[src/rtl/led_pattern_gen.sv]
`default_nettype none
// ============================================================================
// Module      : led_pattern_gen
// Description : Multi-channel LED driver. A shared prescaler tick drives each
//               channel's OFF/ON/BLINK/BREATHE pattern; mode and period are set
//               per channel through a one-cycle write port.
// Revision    : 1.0 - initial release
// ============================================================================
module led_pattern_gen #(
    parameter int CLK_FREQ_HZ    = 27_000_000,
    parameter int TICK_HZ        = 1000,
    parameter int NUM_LEDS       = 6,
    parameter int PER_W          = 16,
    parameter int RESET_PERIOD   = 500,
    parameter int LED_ACTIVE_LOW = 1
) (
    input  logic                sys_clk,
    input  logic                sys_rst_n,
    input  logic                cfg_we,
    input  logic [3:0]          cfg_sel,
    input  logic [1:0]          cfg_mode,
    input  logic [PER_W-1:0]    cfg_period,
    output logic                tick_o,
    output logic [NUM_LEDS-1:0] led
);

    localparam int   DIV    = CLK_FREQ_HZ / TICK_HZ;
    localparam int   PRE_W  = (DIV > 1) ? $clog2(DIV) : 1;
    localparam logic ACT_LO = (LED_ACTIVE_LOW != 0);

    localparam logic [1:0] MODE_OFF     = 2'd0;
    localparam logic [1:0] MODE_ON      = 2'd1;
    localparam logic [1:0] MODE_BLINK   = 2'd2;
    localparam logic [1:0] MODE_BREATHE = 2'd3;

    logic [PRE_W-1:0]    presc_q, presc_d;
    logic                tick_q, tick_d;
    logic [7:0]          pwm_q, pwm_d;
    logic [NUM_LEDS-1:0] led_q, led_d;
    logic [NUM_LEDS-1:0] lit_vec;

    // tick_q is high exactly while the prescaler sits at DIV-1
    always_comb begin
        presc_d = (presc_q == PRE_W'(DIV - 1)) ? '0 : presc_q + PRE_W'(1);
        tick_d  = (presc_d == PRE_W'(DIV - 1));
        pwm_d   = pwm_q + 8'd1;
        led_d   = lit_vec ^ {NUM_LEDS{ACT_LO}};
    end

    always_ff @(posedge sys_clk or negedge sys_rst_n) begin
        if (!sys_rst_n) begin
            presc_q <= '0;
            tick_q  <= 1'b0;
            pwm_q   <= 8'd0;
            led_q   <= {NUM_LEDS{ACT_LO}};
        end else begin
            presc_q <= presc_d;
            tick_q  <= tick_d;
            pwm_q   <= pwm_d;
            led_q   <= led_d;
        end
    end

    for (genvar i = 0; i < NUM_LEDS; i++) begin : g_ch
        localparam logic [3:0] CH_IDX = 4'(i);

        logic [1:0]       mode_q, mode_d;
        logic [PER_W-1:0] period_q, period_d;
        logic [PER_W-1:0] cnt_q, cnt_d;
        logic [PER_W-1:0] last_cnt;
        logic             state_q, state_d;
        logic [7:0]       duty_q, duty_d;
        logic             down_q, down_d;
        logic             wr, wrap, lit;

        always_comb begin
            mode_d   = mode_q;
            period_d = period_q;
            cnt_d    = cnt_q;
            state_d  = state_q;
            duty_d   = duty_q;
            down_d   = down_q;
            lit      = 1'b0;

            wr       = cfg_we && (cfg_sel == CH_IDX);
            // a zero period behaves as a period of one tick
            last_cnt = (period_q == '0) ? '0 : period_q - PER_W'(1);
            wrap     = tick_q && (cnt_q == last_cnt);

            if (wr) begin
                mode_d   = cfg_mode;
                period_d = cfg_period;
                cnt_d    = '0;
                state_d  = 1'b0;
                duty_d   = 8'd0;
                down_d   = 1'b0;
            end else if (wrap) begin
                cnt_d   = '0;
                state_d = ~state_q;
                if (!down_q) begin
                    if (duty_q == 8'd255) begin
                        down_d = 1'b1;
                        duty_d = 8'd254;
                    end else begin
                        duty_d = duty_q + 8'd1;
                    end
                end else begin
                    if (duty_q == 8'd0) begin
                        down_d = 1'b0;
                        duty_d = 8'd1;
                    end else begin
                        duty_d = duty_q - 8'd1;
                    end
                end
            end else if (tick_q) begin
                cnt_d = cnt_q + PER_W'(1);
            end

            case (mode_q)
                MODE_OFF:     lit = 1'b0;
                MODE_ON:      lit = 1'b1;
                MODE_BLINK:   lit = state_q;
                MODE_BREATHE: lit = (pwm_q < duty_q);
                default:      lit = 1'b0;
            endcase
        end

        always_ff @(posedge sys_clk or negedge sys_rst_n) begin
            if (!sys_rst_n) begin
                mode_q   <= MODE_BLINK;
                period_q <= PER_W'(RESET_PERIOD);
                cnt_q    <= '0;
                state_q  <= 1'b0;
                duty_q   <= 8'd0;
                down_q   <= 1'b0;
            end else begin
                mode_q   <= mode_d;
                period_q <= period_d;
                cnt_q    <= cnt_d;
                state_q  <= state_d;
                duty_q   <= duty_d;
                down_q   <= down_d;
            end
        end

        assign lit_vec[i] = lit;
    end

    assign tick_o = tick_q;
    assign led    = led_q;

endmodule
`default_nettype wire
[config.mk]
export PLATFORM = sky130hd
export DESIGN_NAME = led_pattern_gen
export DESIGN_NICKNAME = d
export VERILOG_FILES = /design/src/rtl/led_pattern_gen.sv
export SDC_FILE = /design/constraint.sdc
export NUM_CORES = 1
export LEC_CHECK = 0
export ABC_AREA = 1
export CAP_MARGIN = 20
export CORE_MARGIN = 2
export CORE_UTILIZATION = 53
export CTS_BUF_LIST = sky130_fd_sc_hd__clkbuf_4 sky130_fd_sc_hd__clkbuf_8
export DETAILED_ROUTE_END_ITERATION = 6
export PLACE_DENSITY_LB_ADDON = 0.12
export SETUP_SLACK_MARGIN = 0.2
export SLEW_MARGIN = 20
export SYNTH_ARGS = -nofsm -noshare
export SYNTH_HDL_FRONTEND = slang
export SYNTH_SLANG_ARGS = --single-unit
export TNS_END_PERCENT = 100
[constraint.sdc]
create_clock -name sys_clk -period 6.8 [get_ports sys_clk]
set_input_delay 1.36 -clock sys_clk [delete_from_list [all_inputs] [get_ports sys_clk]]
set_output_delay 1.36 -clock sys_clk [all_outputs]
set_load 0.1 [all_outputs]
Yosys cells after proc, flatten, opt, wreduce, memory -nomap -nowiden
Cells that the tools add are included.
{ "totals": {"ff_bits": 294, "latchBits": 0, "ramBits": 0, "romBits": 0, "input_bits": 25, "output_inout_bits": 7, "wordCells": 262, "memories": 0} }
{ "op_classes": {"addsub": 26, "n_mul": 0, "div": 0, "order_cmp": 6, "n_eq_ne": 37, "n_shift": 0, "mux": 103, "bitwise": 7, "reduce_logical": 43} }
{ "op_table": {"columns": ["op", "n"], "rows": [
  ["16-bit two-way mux", 24],
  ["8-bit two-way mux", 30],
  ["16-bit by 1-bit adder with 16-bit output (second input constant)", 6],
  ["16-bit == test", 6],
  ["16-bit zero test", 6],
  ["16-bit by 1-bit subtractor with 16-bit output (second input constant)", 6],
  ["8-bit by 1-bit adder with 8-bit output (second input constant)", 7],
  ["8-bit == test (second input constant)", 6],
  ["8-bit zero test", 6],
  ["8-bit less-than comparator", 6],
  ["8-bit by 1-bit subtractor with 8-bit output (second input constant)", 6],
  ["1-bit two-way mux", 42],
  ["15-bit == test (second input constant)", 2],
  ["2-bit == test (second input constant)", 12],
  ["1-bit case mux with 4 select lines", 6],
  ["3-bit nonzero test", 6],
  ["15-bit by 1-bit adder with 15-bit output (second input constant)", 1],
  ["15-bit two-way mux", 1],
  ["2-bit by 1-bit == test with 1-bit output (second input constant)", 6],
  ["1-bit logical AND", 12],
  ["2-bit zero test", 6],
  ["2-bit nonzero test", 6],
  ["4-bit by 2-bit == test with 1-bit output (second input constant)", 2],
  ["4-bit by 3-bit == test with 1-bit output (second input constant)", 2],
  ["other kinds (4)", 9]
]} }

Logic depth before layout (Yosys ltp)
Gate-level depths: netlist of run 1.
{ "depth": {"depth_word": 6, "depth_mapped": 16, "ltp_nobuf": 16} }

Worst setup path after synthesis of run 1
No wires, ideal clock.
{ "synth_timing": {"path_type": "input-to-reg", "from": "in cfg_sel[2]", "to": "reg g_ch[2].cnt_q[15]", "setup_ns": 0.121, "t_arrival_ns": 2.705, "required_time_ns": 6.679, "slack_ns": 3.974, "cell_stages": 9, "n_path_buf": 0, "path_cell_list": "nor3_2 > inv_1 > nor3_4 > nor2_1 > nor2_1 > nand3_1 > nor3_1 > xor2_1 > nor2_1"} }
{ "synth_between": {"elab_chain_cells": 3, "word_cells_on_any_way": 4, "cone_classes": "1 x eq/ne; 1 x mux; 2 x reduce/logical"} }
{ "synth_rtl": {"columns": ["element", "line_no", "text"], "rows": [
  ["start: declaration", "20", "input logic [3:0] cfg_sel,"],
  ["4-bit by 2-bit == test with 1-bit output *", "85", "wr = cfg_we && (cfg_sel == CH_IDX);"],
  ["1-bit logical AND *", "85", null],
  ["3-bit nonzero test (no source line) or 16-bit two-way mux (tied branches)", null, null],
  ["end signal: assignment", "139", "cnt_q <= cnt_d;"],
  ["end: declaration", "69", "logic [PER_W-1:0] cnt_q, cnt_d;"]
]} }
Mark *: on every way between the ends. The rest lies on a longest branch, timed or not.
A chain may end at the register's enable or synchronous reset.

Worst setup path after layout of run 1
{ "layout_timing": {"from": "reg tick_q (netlist: tick_o)", "to": "out tick_o"} }
{ "layout_rtl": {"columns": ["element", "line_no", "text"], "rows": [
  ["start: declaration", "37", "logic tick_q, tick_d;"],
  ["start signal: assignment", "58", "tick_q <= tick_d;"],
  ["end: declaration", "23", "output logic tick_o,"]
]} }
No word-level cell between the ends.

==> impl_results.md, run 1 <==
* Status: completed
* Setup-failing EPs final at 0
* Syn Inst Count at 3203
* Final hold viol count at 0
* Core Area at about 40000 sq um
* IO buf count at 31
* Vias in the first global route at around 19000
* Synth area leaders: dfrtp_1, nand2_1, nand3_1
* Syn Area/Cell at just under 7 sq um
* Power Density at between 200 and 250 nW/um^2
* Crit path required time at about 5.4 ns
* Final instance area at around 24000 sq um
* Mapped Area at 21700 sq um
* Synth Flop Type: dfrtp_1
* Initial Util at 53.5%
* CTS resizes at 0
* Crit start category: register
* Max cap viols at 0
* TNS Setup at 0 ns
* Global Route Usage Sum at 28.1%
* Slew Limit Headroom at roughly 33%
* Min-Delay Path Depth at 1
* Ports at 32
* Hold EP: led[5]
* CP Max Fanout at 23
* Die ar. at around 43000 sq um
* Layout net count at 3319
* Fmax at ~250 MHz
* Yosys top cell area share at between 20 and 30%
* Die H at roughly 210 um
* Hold_sp: g_ch[5].mode_q[0]
* Leak at between 10 and 15 nW
* Clock skew at between 0.04 and 0.05 ns
* Ys async rst share at between 90% and 100%
* Worst r2r dst: g_ch[2].cnt_q[5]
* R2R cell count at 14
* Die width at a little over 200 um
* Yosys reg bits at between 200 and 300
* CTS Buf Count at 55
* Reg area at 7420 sq um
* Number of synthesized flops with an enable pin at 0
* Avg Vias per Cell at 5.45
* DRT antenna net count at 0
* Global routing's busiest layer: met2
* FF-to-FF Start: g_ch[2].period_q[0]
* H-tree depth at 2
* DR vias at approximately 21000
* Row Count at 74
* Met1 GRT Util at about two fifths
* Reg clk slew, reported paths at roughly 0.050 ns
* Worst hold-check path type: register to register
* Largest net degree at the start of global routing at ~120
* Remaining global-route overflow at 0
* Tot Pwr at 5.57 mW
* First-pass GRT wire length at 96000 um
* Met2 usage at around 44%
* Top cell types by occurrence after synthesis: nand2_1, inv_1, nor2_1, nand3_1, dfrtp_1
* Clk_lat worst skew at roughly 0.67 ns
* Peak supply drop at around 0.16 mV
* Final Max Slew Viols at 0
* Fillers at around 4000
* Initial DRC count at around 1500
* Crit share post-route at approximately 58%
* Post-DP HPWL at 42700 um
* DP Area at 22400 sq um
* Multi-input logic area at about 12000 sq um
* Syn nets at roughly 3300
* Met3 global-route usage at under 10%
* Ant diodes at 0
* Worst reg-to-reg setup slack at between 3 and 4 ns
* Unrepaired setup endpoints after global routing: no
* Netlist cell types at 49
* Period minus WS final at between 3 and 4 ns
* Critical Path End Type: output pin
* Yosys top cell by area: dfrtp_1
* Area grow syn2layout at 8.89%
* Max clock buf depth at 3
* Clock tree sinks at around 300
* Ratio of cells with drive above 1 in the final layout at under 10%
* Routability Congestion at slightly above 0.9
* DRC Markers at 0
* CTS tree: yes
* WP data arrival at between 2 and 3 ns
* Warnings, synthesis at 0
* Count leader, synth: nand2_1
* Crit Path Class: register to output pin
* Root Driver: clkbuf_8
* Initial antenna violation count at 1
* Drt total wl at roughly 59000 um
* Postcts setup bufs at 0
* Seq/Total Area, Yosys at between 30% and 40%
* Drt first pass iters at 6
* Cts hold-fix bufs at 0
* Worst-margin pin slew at 1.00 ns
* Post-DR wirelength/cell at 15.5 um
[registers in the layout (all words and copies together), names as in the netlist]
register / cells
g_ch.cnt_q: 96
g_ch.period_q: 96
g_ch.duty_q: 48
presc_q: 15
g_ch.mode_q: 12
pwm_q: 8
g_ch.down_q: 6
g_ch.state_q: 6
led: 6
tick_o: 1
[stage by stage]
| step | instances | hold slack [ns] | setup slack (ns) | utilization, % |
|---|---|---|---|---|
| detailed placement | 3695 | 0.453 | 2.58 | 55.0 |
| global route | 3799 | 0.502 | 2.81 | 58.2 |
| CTS | 3799 | 0.462 | 2.81 | 58.2 |
| global placement | 3695 | 0.450 | 2.62 | 55.0 |
| finish | 3799 | 0.461 | 2.87 | 58.2 |
| floorplan | 3203 | 0.424 | 3.97 | - |
[layout by cell type (no fill, tap or decap), drive strengths merged, types with 11 or more instances in the layout]
cell / Yosys / final
a21oi: 77 / 77
buf: 33 / 13
clkbuf: 50 / 87
clkdlybuf4s50: 0 / 30
clkinv: 8 / 16
dfrtp: 246 / 246
dfstp: 48 / 48
ha: 74 / 74
inv: 394 / 395
nand2: 879 / 879
nand3: 379 / 379
nand3b: 16 / 16
nand4: 116 / 116
nor2: 440 / 440
nor3: 53 / 53
nor4: 11 / 11
o211ai: 13 / 13
o21ai: 186 / 186
xor2: 119 / 119
[how the worst max path moves through the flow]
stage                from                end  slack, ns  cells past startpoint
5_1_grt            tick_o             tick_o       2.81                      2
3_5_place_dp       cfg_we  g_ch[1].cnt_q[15]       2.58                     11
4_1_cts            tick_o             tick_o       2.81                      2
3_3_place_gp       cfg_we  g_ch[1].cnt_q[15]       2.62                     11
6_report           tick_o             tick_o       2.87                      2
2_1_floorplan  cfg_sel[2]  g_ch[2].cnt_q[15]       3.97                      9
[worst max-delay path: stages (launching register included)]
cell	delay [ns]
dfrtp_1	0.32
buf_4	0.38
clkdlybuf4s50_1	1.22
[layer usage]
layer	part of all wire, %	vias to the layer above
li1	-	10400
met1	47	9640
met2	45	553
met3	6.3	84
met4	2.5	0
met5	0	-
[logic make-up (layout without fill, tap and decap cells)]
group                    after synthesis  count (layout)  synth area share (%)
AND/OR/NAND/NOR                     1910            1910                  39.6
adder cells (fa/ha/maj)               74              74                  4.26
XOR/XNOR                             124             124                  5.00
flip-flops                           294             294                  34.1
AO/OA/AOI/OAI                        316             316                  7.87
buffers and inverters                485             549                  9.14
[power by group]
group          internal (mW)  switching (mW)
registers               1.96           0.195
clock network           1.23           0.818
logic                  0.453           0.914
total                   3.64            1.93
[final cells by class]
cell class | count | area share, %
tap | 532 | 2.81
inverter | 402 | 6.38
timing repair buffer | 43 | 1.77
sequential | 294 | 31.3
multi-input combinational | 2424 | 52.2
clock inverter | 17 | 1.04
clock buffer | 87 | 4.51
Power figures use the tool's default switching activity.
==> run 2: changes to the inputs <==
==> constraint.sdc (replaced) <==
create_clock -name sys_clk -period 3.5 [get_ports sys_clk]
set_input_delay 0.7 -clock sys_clk [delete_from_list [all_inputs] [get_ports sys_clk]]
set_output_delay 0.7 -clock sys_clk [all_outputs]
set_load 0.1 [all_outputs]
==> run 2 against run 1 <==
Register-to-register slack got worse by 2.7 ns. Utilization increased by 0.12 points. Power increased by 89%. Global-route usage increased by 0.74 points. Largest cell class unchanged.
==> impl_results.md, run 2 (synthesis results as in run 1) <==
* Status: completed
* Period minus WS final at 2.90 ns
* Ant diodes at 0
* CTS Buf Count at 54
* First-pass GRT wire length at slightly below 100000 um
* FF-to-FF Start: g_ch[5].period_q[0]
* Final Max Slew Viols at 0
* Setup-failing EPs final at 0
* Root Driver: clkbuf_8
* Finished Layout Cells at 3813
* Ratio of cells with drive above 1 in the final layout at a little under a tenth
* Post-DR wirelength/cell at about 16 um
* Layout net count at approximately 3300
* Largest regs: g_ch.cnt_q x96, g_ch.period_q x96, g_ch.duty_q x48
* Fillers at ~3800
* H-tree depth at 2
* Clock tree sinks at roughly 290
* CTS resizes at 0
* Max clock buf depth at 3
* Vias in the first global route at 19800
* Core Area at between 40000 and 50000 sq um
* Slew Limit Headroom at ~42%
* DR vias at between 20000 and 25000
* Placed Cells at about 3700
* TNS Setup at 0 ns
* Row Count at 74
* Unrepaired setup endpoints after global routing: no
* Commonest non-fill, non-tap cell in the layout: nand2_1
* Max cap viols at 0
* Area grow syn2layout at 9.12%
* Drt first pass iters at 6
* Power Density at between 400 and 500 nW/um^2
* Drt total wl at approximately 60000 um
* Crit start category: register
* Initial antenna violation count at 0
* Global Route Usage Sum at between 20% and 30%
* Crit Path Class: register to register
* Die H at 206 um
* Final hold viol count at 0
* Largest net degree at the start of global routing at 92
* Routability Congestion at 0.927
* IO buf count at 31
* Leak at between 10 and 15 nW
* Initial DRC count at approximately 1700
* Die ar. at around 43000 sq um
* Critical Path End Type: register
* CTS tree: yes
* Crit share post-route at between 80% and 90%
* Most frequent cells in the layout: nand2_1, inv_1, nor2_1, nand3_1, dfrtp_1
* Crit path required time at about 4 ns
* Worst-margin pin slew at ~0.86 ns
* CP Max Fanout at 35
* Remaining global-route overflow at 0
* Post-DP HPWL at 43800 um
* Peak supply drop at 0.366 mV
* Initial Util at approximately 53%
* Clk_lat worst skew at 0.64 ns
* Reg clk slew, reported paths at ~0.060 ns
* Die width at just over 200 um
* Clock skew at roughly 0.026 ns
* Critical Path Source: g_ch[5].period_q[0]
* Cts hold-fix bufs at 0
* Ports at 32
* DRT antenna net count at 0
* Avg Vias per Cell at 5.50
* WP data arrival at between 3 and 4 ns
* Postcts setup bufs at 0
* Worst hold-check path type: input pin to async pin
* DRC Markers at 0
* Fmax at approximately 350 MHz
## run 2: cell count changes in the layout (fill, tap and decap cells not counted), sizes merged
cell,previous run,this run
clkinvlp,2,0
bufinv,6,2
clkbuf,87,90
inv,395,394
buf,13,38
clkdlybuf4s50,30,23
## run 2: power by group
group,leakage [nW],internal [mW],switching [mW]
logic,7.22,0.892,1.77
clock network,0.652,2.13,1.51
registers,3.78,3.82,0.374
total,11.7,6.84,3.66
## run 2: area by class of cell
cell class / instances / area (sq um) / area share, %
multi-input combinational: 2424 / 12300 / 52.0
tap: 532 / 666 / 2.81
clock buffer: 90 / 1110 / 4.67
inverter: 402 / 1510 / 6.36
clock inverter: 10 / 100 / 0.422
timing repair buffer: 61 / 573 / 2.42
sequential: 294 / 7420 / 31.3
## run 2: through the flow
stage	power [mW]	instance area (sq um)	hold slack [ns]	setup slack [ns]	util, %
after floorplan	6.16	21700	0.404	1.25	-
after global placement	6.81	22500	0.454	0.470	55.4
after detailed placement	6.88	22500	0.460	0.396	55.4
after CTS	10.6	23700	0.106	0.599	58.3
after global routing	11.2	23700	0.149	0.241	58.3
final	10.5	23700	0.121	0.602	58.3
## run 2: worst max-delay path, stage by stage (launching register included)
cell and delay (ns):
dfrtp_1 0.33, clkinv_1 0.18, ha_1 0.34, nand2_2 0.20
nor2_4 0.06, nand2_4 0.29, nand2_1 0.09, nand2_1 0.11
nand3_1 0.10, nor2_1 0.12, nand3_1 0.08, nor2_1 0.12
nand2_2 0.29, nand2_2 0.38, nor2_1 0.07
## run 2: final timing paths
path	to	slack, ns	cells past startpoint
min reg2reg	led[4]	0.47	1
max	g_ch[5].cnt_q[15]	0.60	14
min in group sys_clk	led[4]	0.47	1
max reg2reg	g_ch[5].cnt_q[15]	0.60	14
max in group asynchronous	g_ch[0].mode_q[1]	2.46	2
min	g_ch[3].cnt_q[9]	0.12	1
## run 2: layer usage
layer	wire length, um	global-route usage [%]
met3	3490	4.07
met5	0	0
met4	1790	9.92
met2	27400	47.0
met1	27600	39.3
